[src/rtl/writeback_stage.sv]
// Final pipeline stage: MEM/WB register, load formatting, write-back mux and retire pulse.
// Define WB_INSTRET_EN to add a retired-instruction counter on wb_instret_out.
module writeback_stage #(
  parameter int XLEN     = 32,
  parameter int RETIRE_W = 64
) (
  input  logic                clk,
  input  logic                rst_n,
  input  logic                wb_valid_in,
  input  logic                wb_stall_in,
  input  logic                wb_flush_in,
  input  logic                wb_reg_wr_in,
  input  logic [1:0]          wb_reg_in_sel_in,
  input  logic [2:0]          wb_func3_in,
  input  logic [4:0]          wb_rd_in,
  input  logic [XLEN-1:0]     wb_alu_res_in,
  input  logic [XLEN-1:0]     wb_mem_rdata_in,
  input  logic [XLEN-1:0]     wb_pc_in,
  input  logic [XLEN-1:0]     wb_imm_in,
  output logic                wb_reg_wr_out,
  output logic [4:0]          wb_rd_out,
  output logic [XLEN-1:0]     wb_reg_data_out,
`ifdef WB_INSTRET_EN
  output logic [RETIRE_W-1:0] wb_instret_out,
`endif
  output logic                wb_retire_out
);

  typedef enum logic [1:0] {
    SEL_ALU  = 2'b00,
    SEL_LOAD = 2'b01,
    SEL_PC4  = 2'b10,
    SEL_IMM  = 2'b11
  } wb_sel_e;

  if (XLEN != 32 || RETIRE_W < 1) begin : g_param_check
    $error("writeback_stage: XLEN must be 32 and RETIRE_W at least 1");
  end

  logic            valid_q;
  logic            done_q;
  logic            reg_wr_q;
  wb_sel_e         sel_q;
  logic [2:0]      func3_q;
  logic [4:0]      rd_q;
  logic [XLEN-1:0] alu_res_q;
  logic [XLEN-1:0] mem_rdata_q;
  logic [XLEN-1:0] pc_q;
  logic [XLEN-1:0] imm_q;

  // Stall holds the entry and flush is ignored; done remembers it has already written.
  always_ff @(posedge clk or negedge rst_n) begin
    if (!rst_n) begin
      valid_q     <= 1'b0;
      done_q      <= 1'b0;
      reg_wr_q    <= 1'b0;
      sel_q       <= SEL_ALU;
      func3_q     <= '0;
      rd_q        <= '0;
      alu_res_q   <= '0;
      mem_rdata_q <= '0;
      pc_q        <= '0;
      imm_q       <= '0;
    end else if (!wb_stall_in) begin
      // NOTE: non-blocking assignments so every field samples pre-edge values in parallel.
      valid_q     <= wb_valid_in & ~wb_flush_in;
      done_q      <= 1'b0;
      reg_wr_q    <= wb_reg_wr_in;
      sel_q       <= wb_sel_e'(wb_reg_in_sel_in);
      func3_q     <= wb_func3_in;
      rd_q        <= wb_rd_in;
      alu_res_q   <= wb_alu_res_in;
      mem_rdata_q <= wb_mem_rdata_in;
      pc_q        <= wb_pc_in;
      imm_q       <= wb_imm_in;
    end else begin
      done_q      <= done_q | valid_q;
    end
  end

  logic [7:0]      load_byte;
  logic [15:0]     load_half;
  logic [XLEN-1:0] load_data;
  logic [XLEN-1:0] mux_data;

  always_comb begin
    // NOTE: every output of this block gets a default first, so no path infers a latch.
    load_byte = mem_rdata_q[7:0];
    load_half = alu_res_q[1] ? mem_rdata_q[31:16] : mem_rdata_q[15:0];
    load_data = mem_rdata_q;
    mux_data  = alu_res_q;

    case (alu_res_q[1:0])
      2'd1:    load_byte = mem_rdata_q[15:8];
      2'd2:    load_byte = mem_rdata_q[23:16];
      2'd3:    load_byte = mem_rdata_q[31:24];
      default: load_byte = mem_rdata_q[7:0];
    endcase

    case (func3_q)
      3'b000:  load_data = {{24{load_byte[7]}}, load_byte};
      3'b001:  load_data = {{16{load_half[15]}}, load_half};
      3'b100:  load_data = {24'd0, load_byte};
      3'b101:  load_data = {16'd0, load_half};
      default: load_data = mem_rdata_q;
    endcase

    case (sel_q)
      SEL_LOAD: mux_data = load_data;
      SEL_PC4:  mux_data = pc_q + 32'd4;
      SEL_IMM:  mux_data = imm_q;
      default:  mux_data = alu_res_q;
    endcase
  end

  assign wb_retire_out   = valid_q & ~done_q;
  assign wb_reg_wr_out   = wb_retire_out & reg_wr_q & (rd_q != 5'd0);
  assign wb_rd_out       = rd_q;
  assign wb_reg_data_out = valid_q ? mux_data : '0;

`ifdef WB_INSTRET_EN
  logic [RETIRE_W-1:0] instret_q;

  always_ff @(posedge clk or negedge rst_n) begin
    if (!rst_n) begin
      instret_q <= '0;
    end else if (wb_retire_out) begin
      instret_q <= instret_q + RETIRE_W'(1);
    end
  end

  assign wb_instret_out = instret_q;
`endif

endmodule
[config.mk]
export PLATFORM = sky130hd
export DESIGN_NAME = writeback_stage
export DESIGN_NICKNAME = d
export VERILOG_FILES = /design/src/rtl/writeback_stage.sv
export SDC_FILE = /design/constraint.sdc
export NUM_CORES = 1
export LEC_CHECK = 0
export CAP_MARGIN = 0
export CORE_UTILIZATION = 50
export DETAILED_ROUTE_END_ITERATION = 10
export GPL_TIMING_DRIVEN = 0
export PLACE_DENSITY = 0.81
export SYNTH_ARGS = -nofsm -noshare
export SYNTH_HDL_FRONTEND = slang
export SYNTH_SLANG_ARGS = --single-unit
[constraint.sdc]
create_clock -name clk -period 2.4 [get_ports clk]
set_input_delay 0.48 -clock clk [delete_from_list [all_inputs] [get_ports clk]]
set_output_delay 0.48 -clock clk [all_outputs]
set_load 0.005 [all_outputs]
# --- Yosys cells after proc, flatten, opt, wreduce, memory -nomap -nowiden ---
# Cells that the tools add are included.
classes:
  eq_ne: 9
  reduce_logical: 2
  bitwise_logic: 7
  n_mux: 6
  add_sub_neg: 1
ops:
  columns: ["operator", "n"]
  rows:
  - ["32-bit case mux with 4 select lines", 1]
  - ["32-bit case mux with 3 select lines", 1]
  - ["32-bit by 3-bit adder with 32-bit output (second input constant)", 1]
  - ["32-bit two-way mux", 1]
  - ["8-bit case mux with 3 select lines", 1]
  - ["16-bit two-way mux", 1]
  - ["2-bit == test (second input constant)", 4]
  - ["3-bit == test (second input constant)", 2]
  - ["5-bit nonzero test", 1]
  - ["1-bit bitwise AND", 4]
  - ["2-bit by 1-bit == test with 1-bit output (second input constant)", 2]
  - ["3-bit by 1-bit == test with 1-bit output (second input constant)", 1]
  - ["3-bit zero test", 1]
  - ["1-bit inverter", 2]
  - ["1-bit two-way mux", 1]
  - ["1-bit bitwise OR", 1]
totals:
  ff_bits: 141
  out_inout_bits: 39
  input_bits: 144
  word_cells: 35

# --- Longest topological paths before layout ---
logic_depth:
  ltp_word: 5
  mapped_depth: 7
  mapped_depth_nobuf: 6

# --- Worst setup path after synthesis ---
# Ideal clock, no wire load.
synth_path:
  path_kind: "register to output"
  from: "reg pc_q[4]"
  to: "out wb_reg_data_out[19]"
  required_ps: 1920
  stages_incl_launch_ff: 6
  path_slack_ps: 129
  t_arrival_ps: 1791
  cell_sequence: "dfrtp_1 nand4_2 or4_4 or4_1 and3_1 a21oi_2"
synth_between:
  elab_chain_cells: 3
synth_rtl:
  columns: ["element", "line", "rtl"]
  rows:
  - ["from (decl)", "48", "logic [XLEN-1:0] pc_q;"]
  - ["from (signal assigned)", "74", "pc_q <= wb_pc_in;"]
  - ["32-bit by 3-bit adder with 32-bit output", "110", "SEL_PC4: mux_data = pc_q + 32'd4;"]
  - ["32-bit case mux with 3 select lines", "108", "case (sel_q)"]
  - ["32-bit two-way mux", "119", "assign wb_reg_data_out = valid_q ? mux_data : '0;"]
  - ["to (decl)", "22", "output logic [XLEN-1:0] wb_reg_data_out,"]
# No other way between the ends.

# --- Worst setup path after layout ---
layout_path:
  from: "reg pc_q[10]"
  to: "out wb_reg_data_out[19]"
# Same word-level chain as after synthesis.

==> results.rst <==
.. list-table::
   :header-rows: 1

   * - Metric
     - Value
   * - Critical Path Fanout Max
     - 4
   * - Most common library cell in the layout ignoring fill and taps
     - clkdlybuf4s50_1
   * - Post-Route Setup TNS
     - -12.52 ns
   * - Number of H-tree branching levels
     - 4
   * - Post-synthesis cell count
     - 664
   * - CTS Sinks
     - 141
   * - Status
     - complete, but fails checks
   * - Final design instance area without fill
     - 11700 µm²
   * - Floorplan die width
     - 124 µm
   * - Area of combinational cells with multiple inputs
     - 4410 µm²
   * - Top library cells by usage in the layout, fill and taps aside
     - clkdlybuf4s50_1, mux2_2, dfrtp_1
   * - Layout overhead on the synthesized area
     - 58.2%
   * - Crit path capture type
     - output pin
   * - Worst-case register-to-register setup slack
     - roughly 1.0 ns
   * - Final worst path period share
     - 125%
   * - Type of the tightest min-delay check
     - in -> async
   * - Synth Net Count
     - 809
   * - Pre-CTS setup slack
     - -0.913 ns
   * - R2R depth
     - 3
   * - Share of total power in combinational logic
     - between 20% and 30%
   * - Final Setup Violations
     - 32
   * - Setup slack of the critical path after layout
     - -0.593 ns
   * - Global-route usage over all layers
     - a little under two fifths
   * - Diode count
     - 0
   * - Global-route wire length before repair
     - 41000 µm
   * - Total via count after detailed routing
     - ~7300
   * - Iteration count of the initial detailed-routing pass
     - 5
   * - Dominant register cell in the synthesized netlist
     - dfrtp_1
   * - Number of maximum-capacitance violations
     - 0
   * - Starting density of the core
     - 51.1%
   * - Data required time of the worst path
     - between 1.5 and 2 ns
   * - Average wire per cell in the routed design
     - 25.0 µm
   * - Share of the core filled with cells in the final layout
     - slightly above 80%
   * - Reported leakage power
     - 0.00484 µW
   * - Power per Cell Area
     - 638 nW/µm²
   * - Die Y-Extent
     - 124 µm
   * - Clock slew at the register clock pins of the worst setup and hold paths
     - 0.06 ns
   * - Fraction of layout instances using a drive strength above 1
     - 47.4%
   * - Placed cell area
     - 9470 µm²
   * - Count of pins on the block boundary
     - 183
   * - Max-slew violation count
     - 0
   * - Final Wtd Congestion
     - 0.930
   * - Post-DRT Antenna Nets
     - 0
   * - Routed Wire Length
     - 28900 µm
   * - Area of the mapped netlist
     - 7400 µm²
   * - Global routing met2 resource utilization
     - 62.1%
   * - Met3 layer usage reported by global route
     - 8.56%
   * - Sequential group share of total power
     - 38.5%
   * - Area of all sequential standard cells
     - 3550 µm²
   * - Minimum period implied by the final worst setup slack
     - 2.99 ns
   * - Count of unique library cells instantiated by Yosys
     - 57
   * - Die Area
     - 15300 µm²
   * - CTS tree
     - done
   * - Internal power
     - just over 5000 µW
   * - Cell at the root of the clock tree
     - clkbuf_16
   * - Met1 track demand over resource in global routing
     - 45.0%
   * - Detailed-route vias per instance
     - 6.29
   * - Number of buffers inserted during clock tree synthesis
     - 17
   * - Violated checks
     - negative setup slack
   * - Number of input and output port buffers inserted
     - 181
   * - Number of flops mapped to enable cells by yosys
     - 0
   * - Worst setup skew after layout
     - around 0.0022 ns
   * - Setup repair after global routing missed its margin
     - true
   * - Arrival time worst endpoint
     - approximately 2.5 ns
   * - Number of hold-slack violations in the final timing report
     - 0
   * - RR Endpoint
     - func3_q[1]$_DFFE_PN0N_
   * - Hpwl dp
     - roughly 18000 µm
   * - Skew-Pair Late Insertion Delay
     - 0.43 ns
   * - Gr busiest metal
     - met2
   * - Count of nets after finishing
     - 1104
   * - Relative contribution of the clock network to total power
     - 35.1%
   * - Number of filler cells placed in the layout
     - approximately 800
   * - P_sw
     - roughly 2300 µW
   * - Avg Cell Area, Syn
     - 11.1 µm²
   * - Startpoint of the lowest-slack register-to-register path
     - func3_q[1]$_DFFE_PN0N_
   * - Via count of the first global-routing pass
     - 7428
   * - FF+latch count, synth
     - 141
   * - Core area
     - 14500 µm²
   * - Slew at the pin closest to its max-slew limit
     - 0.895 ns
   * - Critical path launch point type
     - register
   * - First-iteration detailed-routing DRC count
     - 982
   * - Total grt overflow
     - 0
   * - Residual DRC
     - 0
   * - Maximum clock path buffer count
     - 2
   * - Sequential fraction of the synthesis area
     - 47.7%
   * - Async set or reset register ratio after synthesis
     - 100%
   * - Worst slew margin relative to its limit
     - 40.3%
   * - WS Path Type
     - reg -> out
   * - Num rows
     - between 40 and 50
   * - Maximum number of pins on one net before global-route repair
     - 103
   * - Switching part of the total
     - ~31%
   * - Worst vdd ir
     - 0.000552 V
   * - Synth Warn #
     - 0
   * - Antenna violations before repair
     - 0
   * - F_max
     - 334 MHz
[metal layers]
metal	up-vias	routed length (µm)
li1	3048	-
met1	3618	10900
met2	478	14100
met3	127	2490
met4	0	1470
met5	-	0
[metrics by stage]
| step | hold slack, ns | total power (µW) | instances |
|---|---|---|---|
| finish | 0.506 | 7460 | 1156 |
| global route | 0.513 | 7680 | 1156 |
| CTS | 0.502 | 7220 | 1140 |
| detailed placement | 0.404 | 4250 | 1030 |
| global placement | 0.463 | 4210 | 1029 |
| floorplan | 0.184 | 3520 | 664 |
[power by group through the flow]
stage	Clock, µW	Sequential, µW	Combinational, µW
CTS	2600	2840	1780
global placement	0	2870	1330
floorplan	0	2790	730
finish	2620	2880	1970
detailed placement	0	2880	1370
global route	2720	2890	2060
[sequential cells by signal (all words and copies together), names as in the netlist, 2 cells and up]
signal / count
mem_rdata_q: 32
pc_q: 32
imm_q: 32
alu_res_q: 32
sel_q: 2
wb_rd_out: 5
func3_q: 3
[synth_stat cells, types with 6 or more instances]
cell	count	area, µm²
xnor2_1	10	87.6
o31a_1	6	52.6
nand3_1	19	95.1
clkbuf_1	33	124
o22ai_1	9	56.3
a211oi_1	7	52.6
nand2_1	49	184
a31oi_1	9	56.3
nor3_1	9	45.0
inv_1	21	78.8
o21ai_0	39	195
nor2b_1	7	43.8
a21oi_1	14	70.1
o221ai_1	6	52.6
a22oi_1	9	67.6
dfrtp_1	141	3530
nand2b_1	6	37.5
nor4_1	6	37.5
xor2_1	6	52.6
nor2_1	26	97.6
mux2_2	149	1680
nand4_1	6	37.5
[logic make-up after synthesis]
logic type	after synthesis	synth area share, %
buffers and inverters	64	3.40
and+or+nand+nor	150	10.4
adders and majority gates	1	0.169
xor gates and xnor gates	16	1.89
AOI/OAI and AO/OA	138	12.7
DFF	141	47.7
muxes	154	23.7
[critical path, cell delays in order, from the launching register on]
cell and delay (ns):
dfrtp_1 0.43, nand4_1 0.15, or4_4 0.57, or4_4 0.43, and3_4 0.19, a21oi_4 0.16, buf_2 0.14
[area by class of cell]
cell class,count,area share [%]
plain buffers,41,2.44
clock buffers,18,3.75
clock inverters,14,1.14
inverters,21,0.695
multi-input cells,460,37.6
flip-flops and latches,141,30.3
well taps,184,1.97
repair buffers,277,22.0
[repair_timing]
| item | CTS | global route |
|---|---|---|
| setup buffers | 77 | 21 |
| pin swaps | 76 | 57 |
| gates cloned | 1 | 0 |
| endpoints found under the setup margin | 34 | 33 |
| hold endpoints to repair | 39 | 0 |
| gates resized for setup | 339 | 56 |
| hold buffers | 1 | 0 |
[worst max path at each step]
stage | cells after the start | startpoint | end | slack [ns]
after floorplan | 5 | pc_q[4]$_DFFE_PN0N_ | wb_reg_data_out[19] | 0.13
after global placement | 1 | rst_n | mem_rdata_q[28]$_DFFE_PN0N_ | -4.42
after detailed placement | 6 | sel_q[0]$_DFFE_PN0N_ | wb_reg_data_out[20] | -0.91
after CTS | 7 | pc_q[13]$_DFFE_PN0N_ | wb_reg_data_out[19] | -0.53
after global routing | 8 | pc_q[4]$_DFFE_PN0N_ | wb_reg_data_out[20] | -0.66
final | 6 | pc_q[10]$_DFFE_PN0N_ | wb_reg_data_out[19] | -0.59
No activity file was read; power rests on OpenSTA's default activity.
